File: config.mk
export PLATFORM = sky130hd
export DESIGN_NAME = alu_exec_stage
export DESIGN_NICKNAME = d
export VERILOG_FILES = /design/src/rtl/alu_exec_stage.sv
export SDC_FILE = /design/constraint.sdc
export NUM_CORES = 1
export LEC_CHECK = 0
export ABC_AREA = 1
export CELL_PAD_IN_SITES_DETAIL_PLACEMENT = 0
export CELL_PAD_IN_SITES_GLOBAL_PLACEMENT = 1
export CORE_MARGIN = 8
export CORE_UTILIZATION = 42
export CTS_CLUSTER_DIAMETER = 40
export CTS_CLUSTER_SIZE = 14
export DETAILED_ROUTE_END_ITERATION = 8
export PLACE_DENSITY = 0.86
export REMOVE_ABC_BUFFERS = 1
export SYNTH_ARGS = -nofsm -noshare
export SYNTH_HDL_FRONTEND = slang
export SYNTH_SLANG_ARGS = --single-unit
File: constraint.sdc
create_clock -name clk -period 4.83 [get_ports clk]
set_clock_uncertainty 0.05 [all_clocks]
set_input_delay 0.7245 -clock clk [delete_from_list [all_inputs] [get_ports clk]]
set_output_delay 0.7245 -clock clk [all_outputs]
set_load 0.01 [all_outputs]
File: src/rtl/alu_exec_stage.sv
`default_nettype none
// ============================================================================
//  Module      : alu_exec_stage
//  Description : Single-cycle ALU execute stage feeding a small result queue
//                with valid/ready handshakes on both sides, a flush that
//                discards queued results, and a popped-result counter.
//  Revision    : 1.0 - initial release
// ============================================================================
module alu_exec_stage #(
    parameter int DEPTH = 2
) (
    input  logic        clk,
    input  logic        rst_n,
    input  logic        in_valid,
    output logic        in_ready,
    input  logic [31:0] in_op1,
    input  logic [31:0] in_op2,
    input  logic [2:0]  in_ctrl,
    input  logic [4:0]  in_rd,
    input  logic        flush,
    output logic        out_valid,
    input  logic        out_ready,
    output logic [31:0] out_result,
    output logic [4:0]  out_rd,
    output logic        out_zero,
    output logic [15:0] op_count
);

    // Pointer width indexes DEPTH entries; the occupancy counter must also hold DEPTH itself.
    localparam int AW = (DEPTH > 1) ? $clog2(DEPTH) : 1;
    localparam int CW = $clog2(DEPTH + 1);

    localparam logic [2:0] C_OP_ADD  = 3'b000;
    localparam logic [2:0] C_OP_SUB  = 3'b001;
    localparam logic [2:0] C_OP_AND  = 3'b010;
    localparam logic [2:0] C_OP_OR   = 3'b011;
    localparam logic [2:0] C_OP_SLTE = 3'b100;
    localparam logic [2:0] C_OP_SLT  = 3'b101;
    localparam logic [2:0] C_OP_SLL  = 3'b110;
    localparam logic [2:0] C_OP_SRL  = 3'b111;

    // Result storage is deliberately not reset; the output mux hides it while empty.
    logic [31:0]   mem_result [DEPTH];
    logic [4:0]    mem_rd     [DEPTH];
    logic          mem_zero   [DEPTH];

    logic [AW-1:0] wr_ptr_q, wr_ptr_d;
    logic [AW-1:0] rd_ptr_q, rd_ptr_d;
    logic [CW-1:0] count_q,  count_d;
    logic [15:0]   op_count_q, op_count_d;

    logic [31:0]   w_result;
    logic          w_push;
    logic          w_pop;

    // ALU datapath: purely combinational from the incoming operands.
    always_comb begin
        w_result = 32'd0;
        case (in_ctrl)
            C_OP_ADD:  w_result = in_op1 + in_op2;
            C_OP_SUB:  w_result = in_op1 - in_op2;
            C_OP_AND:  w_result = in_op1 & in_op2;
            C_OP_OR:   w_result = in_op1 | in_op2;
            C_OP_SLTE: w_result = (in_op1 <= in_op2) ? 32'd1 : 32'd0;
            C_OP_SLT:  w_result = (in_op1 <  in_op2) ? 32'd1 : 32'd0;
            C_OP_SLL:  w_result = in_op1 << in_op2[4:0];
            C_OP_SRL:  w_result = in_op1 >> in_op2[4:0];
            default:   w_result = 32'd0;
        endcase
    end

    // Handshakes; ready depends only on registered occupancy, and flush voids both sides.
    assign in_ready  = (count_q < CW'(DEPTH));
    assign out_valid = (count_q != '0);
    assign w_push    = in_valid  && in_ready  && !flush;
    assign w_pop     = out_valid && out_ready && !flush;

    // Next-state for pointers, occupancy and pop counter.
    always_comb begin
        wr_ptr_d   = wr_ptr_q;
        rd_ptr_d   = rd_ptr_q;
        count_d    = count_q;
        op_count_d = op_count_q;
        if (flush) begin
            wr_ptr_d   = '0;
            rd_ptr_d   = '0;
            count_d    = '0;
            op_count_d = 16'd0;
        end else begin
            if (w_push) begin
                wr_ptr_d = wr_ptr_q + AW'(1);
            end
            if (w_pop) begin
                rd_ptr_d   = rd_ptr_q + AW'(1);
                op_count_d = op_count_q + 16'd1;
            end
            case ({w_push, w_pop})
                2'b10:   count_d = count_q + CW'(1);
                2'b01:   count_d = count_q - CW'(1);
                default: count_d = count_q;
            endcase
        end
    end

    // Control state register with synchronous active-low reset.
    always_ff @(posedge clk) begin
        if (!rst_n) begin
            wr_ptr_q   <= '0;
            rd_ptr_q   <= '0;
            count_q    <= '0;
            op_count_q <= 16'd0;
        end else begin
            wr_ptr_q   <= wr_ptr_d;
            rd_ptr_q   <= rd_ptr_d;
            count_q    <= count_d;
            op_count_q <= op_count_d;
        end
    end

    // Write the computed entry at the tail on an accepted push.
    always_ff @(posedge clk) begin
        if (w_push) begin
            mem_result[wr_ptr_q] <= w_result;
            mem_rd[wr_ptr_q]     <= in_rd;
            mem_zero[wr_ptr_q]   <= (w_result == 32'd0);
        end
    end

    // Head outputs are forced to zero whenever the queue is empty.
    always_comb begin
        out_result = 32'd0;
        out_rd     = 5'd0;
        out_zero   = 1'b0;
        if (out_valid) begin
            out_result = mem_result[rd_ptr_q];
            out_rd     = mem_rd[rd_ptr_q];
            out_zero   = mem_zero[rd_ptr_q];
        end
    end

    assign op_count = op_count_q;

endmodule
`default_nettype wire

Yosys cells after proc, flatten, opt, wreduce, memory -nomap -nowiden
Memories as Yosys holds them, arrays and structs flattened. A register that Yosys moved wholly into a read port is not among the register bits.
Index checks and enable logic that the tools add are counted.
{"block": "totals", "regBits": 20, "ram_bits": 76, "in_bits": 77, "output_inout_bits": 56, "elab_cells": 56, "mem_count": 3}
{"block": "classes", "add_sub_neg": 7, "magnitude_cmp": 3, "eq_ne": 9, "shift": 2, "muxes": 15, "bitwise": 3, "reduce_logical": 10}
{"memory": "mem_result", "words": 2, "word_bits": 32, "rd": 1, "rd_clocked_by_memory_dff": 1, "wr": 1, "line": "43", "rtl": "logic [31:0] mem_result [DEPTH];"}
{"memory": "mem_rd", "words": 2, "word_bits": 5, "rd": 1, "rd_clocked_by_memory_dff": 1, "wr": 1, "line": "44", "rtl": "logic [4:0] mem_rd [DEPTH];"}
{"memory": "mem_zero", "words": 2, "word_bits": 1, "rd": 1, "rd_clocked_by_memory_dff": 1, "wr": 1, "line": "45", "rtl": "logic mem_zero [DEPTH];"}
{"operator": "32-bit one-hot mux with 8 select lines", "count": 1}
{"operator": "32-bit adder", "count": 1}
{"operator": "32-bit bitwise AND", "count": 1}
{"operator": "32-bit less-or-equal comparator", "count": 1}
{"operator": "32-bit logical NOT", "count": 1}
{"operator": "32-bit < comparator", "count": 1}
{"operator": "32-bit 2-to-1 mux", "count": 1}
{"operator": "32-bit OR", "count": 1}
{"operator": "32-bit by 5-bit left shift with 32-bit output", "count": 1}
{"operator": "32-bit by 5-bit >> shifter with 32-bit output", "count": 1}
{"operator": "32-bit subtractor", "count": 1}
{"operator": "16-bit by 1-bit adder with 16-bit output (second input constant)", "count": 1}
{"operator": "3-bit == test (second input constant)", "count": 4}
{"operator": "1-bit 2-to-1 mux", "count": 11}
{"operator": "3-bit by 2-bit == test with 1-bit output (second input constant)", "count": 2}
{"operator": "5-bit 2-to-1 mux", "count": 1}
{"operator": "1-bit logical AND", "count": 4}
{"operator": "2-bit one-hot mux with 2 select lines", "count": 1}
{"operator": "2-bit nonzero test", "count": 2}
{"operator": "3-bit by 1-bit == test with 1-bit output (second input constant)", "count": 1}
{"operator": "3-bit logical NOT", "count": 1}
{"operator": "1-bit adder (second input constant)", "count": 2}
{"operator": "2-bit by 1-bit adder with 2-bit output (second input constant)", "count": 1}
{"operator": "2-bit by 1-bit == test with 1-bit output (second input constant)", "count": 1}
{"operator": "6 further kinds", "count": 6}

Logic depth before layout (Yosys ltp)
Gate-level depths: netlist of run 1.
{"block": "depth", "depth_word": 5, "ltp_mapped": 23, "mapped_depth_nobuf": 21}

Least setup slack after synthesis of run 1
OpenSTA, ideal clock, no wires.
{"block": "synth_timing", "path_kind": "input to register", "from": "in in_op2[2]", "to": "mem mem_zero[0] (data pin)", "setup_time_ps": 148, "arrival_time_ps": 2938, "required_ps": 4632, "slack_ps": 1695, "cell_stages": 23, "n_path_buf": 4, "path_cell_list": "buf_2 -> inv_2 -> buf_2 -> buf_2 -> ha_1 -> buf_4 -> inv_2 -> nand2_1 -> a21oi_2 -> nand2_1 -> nand2_1 -> nand2_1 -> nand2_1 -> nand2_1 -> nand2_1 -> nor2_1 -> nor2_1 -> nand2_1 -> nand2_1 -> nand3_1 -> nor2_1 -> nand2_1 -> nor2_1"}
{"block": "synth_between", "elab_chain_cells": 4, "word_cells_on_any_way": 12, "cone_classes": "add/sub (2); order compare (2); shift (2); mux (3); bitwise (2); reduce/logical (1)"}
{"element": "start, declared", "line": "17", "rtl": "input logic [31:0] in_op2,"}
{"element": "32-bit < comparator or 32-bit less-or-equal comparator (tied branches)", "line": "65, 64"}
{"element": "1-bit 2-to-1 mux, on equally long branches", "line": "65, 64"}
{"element": "32-bit one-hot mux with 8 select lines *", "line": "59", "rtl": "case (in_ctrl)"}
{"element": "32-bit logical NOT *", "line": "125", "rtl": "mem_zero[wr_ptr_q] <= (w_result == 32'd0);"}
{"element": "end, declared", "line": "45"}
Every way passes the cells marked *; elsewhere a longest branch is shown, timed or not.

Final worst setup path of run 1
{"block": "layout_timing", "from": "in in_op1[19]", "to": "mem mem_zero[0] (data pin)"}
{"block": "layout_between", "elab_chain_cells": 4, "word_cells_on_any_way": 12, "cone_classes": "add/sub (2); order compare (2); shift (2); mux (3); bitwise (2); reduce/logical (1)"}
{"element": "start, declared", "line": "16", "rtl": "input logic [31:0] in_op1,"}
{"element": "32-bit < comparator or 32-bit less-or-equal comparator (tied branches)", "line": "65, 64"}
{"element": "1-bit 2-to-1 mux, on equally long branches", "line": "65, 64"}
{"element": "32-bit one-hot mux with 8 select lines *", "line": "59"}
{"element": "32-bit logical NOT *", "line": "125"}
Marked as above.

==> impl_metrics.toml, run 1 <==
[power_and_ir_drop]
comb_power_share = 0.449
intPower_w = 0.00173
pwr_density_cell_nw_per_um2 = 194
swShare = 0.423
power_w = 0.00300
p_leak_nw = 7.69
vdd_ir_drop_max_mv = 0.186
p_sw_w = 0.00127
power_frac_clock = 0.234
power_frac_seq = 0.317

[sta]
timing.final.setup_violations = 0
max_slew_margin = 0.270
timing.fmax_mhz = 244
post-route-min-period_ns = 4.09
worstMarginPinSlew_ns = 1.09
timing.final.crit_share = 0.847
finalMaxSlewViolations = 0
unrepaired_setup_endpoints_after_global_routing = "no"
timing.setup.tns_ns = 0
hold_viol = 0

[worst_setup_path]
worstRegToRegCells = 9
slowest_cell_on_the_critical_path = "sky130_fd_sc_hd__clkdlybuf4s50_1"
cp.arrival_ns = 4.24
crit_cells = 18
critPathTopFamily = "simple AND/OR/NAND/NOR gates"
critical-path-max-stage-delay_ns = 0.73
critical_path_peak_fanout = 9
path_class = "input port to register"
timing.critical_path.from_type = "input port"
worst-path-buf-inv = 3
timing.critical_path.cells = "clkdlybuf4s50_1, inv_1, ha_1, nor2_2, inv_1, nor2_2, nand2_1, nor3_1, nand2_1, nand2_1, nor2_1, nor2_1, nand2_1, nand2_1, nand3_1, nor2_1, nand2_1, nor2_1"
critical_path_required_ns = 4.98
cpMostUsedCell = "sky130_fd_sc_hd__nand2_1"
end_kind = "register"

[die]
placement_rows = 65
floorplan.initialDensity = 0.427
die_w_microns = 195
dieHeight_microns = 195
area_of_the_core_region_sq_um = 31600
die-area_sq_um = 38100
ios = 133

[logic_synthesis]
synth.distinct_cells = 48
post_synth_main_area_contributors = "sky130_fd_sc_hd__nand2_1 19%, sky130_fd_sc_hd__edfxtp_1 17%, sky130_fd_sc_hd__nand3_1 16%"
netlist_instances = 2347
ys_ff_latch = 97
synth_flop_cell = "sky130_fd_sc_hd__edfxtp_1"
synth_sequential_area_ratio = 0.200
ys_warn_count = 0
synth.cell_area_sq_um = 13500
synth_top_area_share = 0.192
synth_area_leader_cell = "sky130_fd_sc_hd__nand2_1"
async_flop_share = 0
number_of_enable_flip_flop_cells_after_synthesis = 76
synth.avg_cell_area_sq_um = 5.75

[drt]
route.detailed.wl_per_inst_microns = 21.1
post_route_wl_mm = 59.6
drc_errors = 0
detail_route.iter0.violations = 1770
route.detailed.vias_per_inst = 5.59
dr_total_vias = 15819
postRouteAntennaNets = 0
drt_pass1_iterations = 5

[final_layout]
num_antenna_cells = 0
area.growth.synth_to_final_pct = 14.3
layout.core_utilization = 0.489
post_route_cells_drive_above_1_share = 0.0511
most-common-layout-cells = "691 x sky130_fd_sc_hd__nand2_1, 437 x sky130_fd_sc_hd__nand3_1, 352 x sky130_fd_sc_hd__inv_1, 206 x sky130_fd_sc_hd__nor2_1, 129 x sky130_fd_sc_hd__clkdlybuf4s50_1"
layout.cells.most_common = "sky130_fd_sc_hd__nand2_1"
n_fill_cell = 3431
nets = 2599

[grt]
grt_overflow = 0
grt_first_pass_wirelength_mm = 87.4
gr-usage-all-layers = 0.299
grt_pass1_vias = 14395
antenna_violations_before_repair = 0
grt_max_degree = 74

[clock_tree]
cts_tree = "done"
hold_buffers = 0
path_clk_slew_ns = 0.08
clock-root-buffer = "sky130_fd_sc_hd__clkbuf_16"
cts-buffers-inserted = 9
ctsHtreeMaxLevel = 3
cts_buffer_depth = 2
clock-sinks = 97
worstSkewPairLatency_ns = 0.35
postCtsSetupBuffers = 0
post_cts.resized_instances = 0

[outcome]
status = "finished clean"

[place]
detailedPlacementHpwl_mm = 49.1
final_estimated_routing_congestion_in_global_placement = 1.03
io_buffers = 132

[min_path]
hold_crit_depth = 2
hold_path_class = "register to register"

[run]
drv.max_cap_violation_count = 0
==> synthesized netlist by cell type (7+ instances only) <==
| master | count |
|---|---|
| sky130_fd_sc_hd__nand3_1 | 437 |
| sky130_fd_sc_hd__o211ai_1 | 17 |
| sky130_fd_sc_hd__dfxtp_1 | 21 |
| sky130_fd_sc_hd__nand4_1 | 23 |
| sky130_fd_sc_hd__o22ai_1 | 12 |
| sky130_fd_sc_hd__and3_1 | 7 |
| sky130_fd_sc_hd__xor2_1 | 8 |
| sky130_fd_sc_hd__nand2_1 | 691 |
| sky130_fd_sc_hd__nand2_2 | 27 |
| sky130_fd_sc_hd__a21oi_1 | 119 |
| sky130_fd_sc_hd__nor3_1 | 17 |
| sky130_fd_sc_hd__buf_2 | 61 |
| sky130_fd_sc_hd__clkbuf_1 | 24 |
| sky130_fd_sc_hd__edfxtp_1 | 76 |
| sky130_fd_sc_hd__and2_1 | 9 |
| sky130_fd_sc_hd__inv_1 | 353 |
| sky130_fd_sc_hd__ha_1 | 99 |
| sky130_fd_sc_hd__o21ai_0 | 49 |
| sky130_fd_sc_hd__buf_1 | 11 |
| sky130_fd_sc_hd__nor2_2 | 7 |
| sky130_fd_sc_hd__o21ai_1 | 9 |
| sky130_fd_sc_hd__nor2_1 | 209 |
==> through the flow <==
stage	instance area [sq um]	instances	hold WS, ns	setup WS, ns
global route	15400	2828	0.461	0.561
global placement	15100	2812	0.405	0.507
finish	15400	2828	0.434	0.737
detailed placement	15100	2812	0.420	0.472
floorplan	12900	2238	0.398	1.20
CTS	15400	2828	0.432	0.836
==> power groups by stage <==
stage	clock (W)	sequential [W]	combinational, W
floorplan	0	0.000968	0.000772
global placement	0	0.000968	0.00130
detailed placement	0	0.000969	0.00130
CTS	0.000714	0.000950	0.00131
global route	0.000741	0.000953	0.00146
finish	0.000701	0.000950	0.00134
==> layout make-up <==
type / count / area [sq um] / share of cell area
multi-input combinational: 1782 / 8920 / 0.579
sequential: 97 / 2700 / 0.175
timing repair buffer: 172 / 1640 / 0.107
inverter: 359 / 1350 / 0.0877
tap: 402 / 503 / 0.0326
clock buffer: 10 / 239 / 0.0155
clock inverter: 6 / 55.1 / 0.00357
==> registers in the layout, summed over array words and instances, names as in the netlist, named ones only <==
| signal | count |
|---|---|
| mem_result | 64 |
| op_count | 16 |
| mem_rd | 10 |
| count_q | 2 |
| mem_zero | 2 |
| rd_ptr_q | 1 |
| wr_ptr_q | 1 |
==> cells by family after synthesis <==
| group | count (synthesis) | synth area share |
|---|---|---|
| AND/OR/NAND/NOR | 1448 | 0.467 |
| flip-flops | 97 | 0.200 |
| buffers and inverters | 468 | 0.140 |
| AO/OA/AOI/OAI | 225 | 0.0921 |
| XOR/XNOR | 8 | 0.00520 |
| adder cells (fa/ha/maj) | 101 | 0.0948 |
==> worst min-delay path, stage by stage, from the launching register on <==
cell and delay, ns:
sky130_fd_sc_hd__dfxtp_1 0.30, sky130_fd_sc_hd__inv_1 0.07, sky130_fd_sc_hd__a21oi_1 0.06
==> worst paths after layout <==
check / endpoint / slack [ns] / start
max: mem_zero[0]$_DFFE_PP_ / 0.74 / in_op1[19]
min: register / 0.43 / rd_ptr_q$_SDFFE_PP0P_
max reg2reg: count_q[1]$_SDFFE_PP0P_ / 2.46 / count_q[0]$_SDFFE_PP0P_
min reg2reg: register / 0.43 / rd_ptr_q$_SDFFE_PP0P_
==> metal layers <==
| metal | wire (microns) | GRT usage |
|---|---|---|
| met1 | 26500 | 0.415 |
| met2 | 26800 | 0.482 |
| met3 | 4950 | 0.0425 |
| met4 | 1310 | 0.0719 |
| met5 | 0 | 0 |
(Power assumes the default switching activity.)
==> inputs of run 2 (changes only) <==
- CORE_UTILIZATION: 42 -> 37
- PLACE_DENSITY: 0.86 -> 0.8
- clock period: 4.83 -> 3.5 ns (I/O delays scaled with it)
==> impl_metrics.toml, run 2 (synthesis results as in run 1) <==
[worst_setup_path]
cp.arrival_ns = 3.46
worst-path-buf-inv = 5
cpMostUsedCell = "sky130_fd_sc_hd__nand3_1"
critical_path_required_ns = 3.65
critical_path_peak_fanout = 30
slowest_cell_on_the_critical_path = "sky130_fd_sc_hd__clkdlybuf4s50_1"
path_class = "input port to register"
timing.critical_path.from_type = "input port"
end_kind = "register"
critical-path-max-stage-delay_ns = 0.54
critPathTopFamily = "simple AND/OR/NAND/NOR gates"
timing.critical_path.cells = "clkdlybuf4s50_1, buf_4, inv_4, buf_4, nand2_2, nand3_1, buf_4, nand3_1, nand3_1, nand3_1, nand3_1, nor2_1, nand3_1, nor2_1, nand2_1, nor2_1, nand2_1, nor2_1"

[grt]
grt_max_degree = 66
grtUsageMet2 = 0.460
grt.met3_usage = 0.0343
grt_overflow = 0
grt_first_pass_wirelength_mm = 92.1
global_route.peak_usage_layer = "met2"
antenna_violations_before_repair = 1
grt_pass1_vias = 16004
groute.layer.met1.usage = 0.389
gr-usage-all-layers = 0.285

[clock_tree]
ctsHtreeMaxLevel = 3
cts_buffer_depth = 2
cts_tree = "done"
cts-buffers-inserted = 9
clock-root-buffer = "sky130_fd_sc_hd__clkbuf_16"
clock-sinks = 97
path_clk_slew_ns = 0.07
worstSkewPairLatency_ns = 0.35
postCtsSetupBuffers = 0

[final_layout]
num_antenna_cells = 0
post_layout_nonfiller_instances = 3189
largest-register = "mem_result"
nets = 2894
most-common-layout-cells = "691 x sky130_fd_sc_hd__nand2_1, 435 x sky130_fd_sc_hd__nand3_1, 352 x sky130_fd_sc_hd__inv_1, 323 x sky130_fd_sc_hd__buf_4, 204 x sky130_fd_sc_hd__nor2_1"
post_route_cells_drive_above_1_share = 0.155
area.growth.synth_to_final_pct = 32.3
number_of_flip_flops_under_the_largest_register_name = 64
layout.cells.most_common = "sky130_fd_sc_hd__nand2_1"

[sta]
timing.fmax_mhz = 302
finalMaxSlewViolations = 0
max_slew_margin = 0.320
timing.setup.tns_ns = 0
unrepaired_setup_endpoints_after_global_routing = "no"
timing.final.setup_violations = 0
worstMarginPinSlew_ns = 1.02
post-route-min-period_ns = 3.31
timing.final.crit_share = 0.946
hold_viol = 0
final.setup.worst_slack_ns = 0.190

[min_path]
hold_path_class = "register to register"

[drt]
post_route_wl_mm = 61.8
drc_errors = 0
route.detailed.vias_per_inst = 5.24
detail_route.iter0.violations = 1475
route.detailed.wl_per_inst_microns = 19.4
drt_pass1_iterations = 6
postRouteAntennaNets = 0
dr_total_vias = 16698

[run]
drv.max_cap_violation_count = 0

[die]
floorplan.initialDensity = 0.372
die-area_sq_um = 42800
die_w_microns = 207
dieHeight_microns = 207
placement_rows = 70
area_of_the_core_region_sq_um = 36300
ios = 133

[power_and_ir_drop]
pwr_density_cell_nw_per_um2 = 256
vdd_ir_drop_max_mv = 0.239
p_leak_nw = 9.15

[place]
final_estimated_routing_congestion_in_global_placement = 1.01
placement.setup.worst_slack_ns = -0.137
io_buffers = 132
post-place-cells = 3173
detailedPlacementHpwl_mm = 52.1

[outcome]
status = "finished clean"
-- run 2: what timing repair did --
action / in CTS / in global routing
endpoints found under the setup margin: 0 / 2
endpoints found under the hold margin: 0 / 0
hold buffers: 0 / 0
resized for setup: 0 / 4
-- run 2: power by group --
part	switching, W	internal, W
Clock	0.000434	0.000558
Sequential	0.0000104	0.00130
Combinational	0.00137	0.000883
-- run 2: layout make-up --
class | instances | area [sq um]
well taps | 468 | 586
flip-flops and latches | 97 | 2700
fillers | 3874 | 18400
clock inverters | 6 | 66.3
clock buffers | 10 | 229
multi-input cells | 1782 | 8940
repair buffers | 467 | 3970
inverters | 359 | 1350
-- run 2: through the flow --
| step | utilization | hold slack (ns) | power [W] | cell area, sq um |
|---|---|---|---|---|
| 5_1_grt | 0.492 | 0.452 | 0.00482 | 17800 |
| 2_1_floorplan | - | 0.398 | 0.00240 | 12900 |
| 3_3_place_gp | 0.484 | 0.407 | 0.00354 | 17500 |
| 6_report | 0.492 | 0.419 | 0.00456 | 17800 |
| 3_5_place_dp | 0.484 | 0.414 | 0.00354 | 17500 |
| 4_1_cts | 0.492 | 0.426 | 0.00454 | 17800 |
-- run 2: worst paths after layout --
path                                start                 endpoint  slack (ns)  cells past startpoint
setup / recovery                in_op2[0]    mem_zero[0]$_DFFE_PP_        0.19                     18
hold / removal      rd_ptr_q$_SDFFE_PP0P_                 register        0.42                      2
setup reg to reg  count_q[0]$_SDFFE_PP0P_  count_q[1]$_SDFFE_PP0P_        1.17                      9
hold reg to reg     rd_ptr_q$_SDFFE_PP0P_                 register        0.42                      2
-- run 2: layer usage --
layer	vias up	share of wire	wire length (microns)
li1	8270	-	-
met4	0	0.032	1990
met3	97	0.074	4570
met2	612	0.45	27700
met5	-	0	0
met1	7719	0.45	27600
-- run 2: worst min-delay path: stages, from the launching register on --
cell and delay [ns]:
sky130_fd_sc_hd__dfxtp_1 0.30, sky130_fd_sc_hd__inv_1 0.07, sky130_fd_sc_hd__a21oi_1 0.06
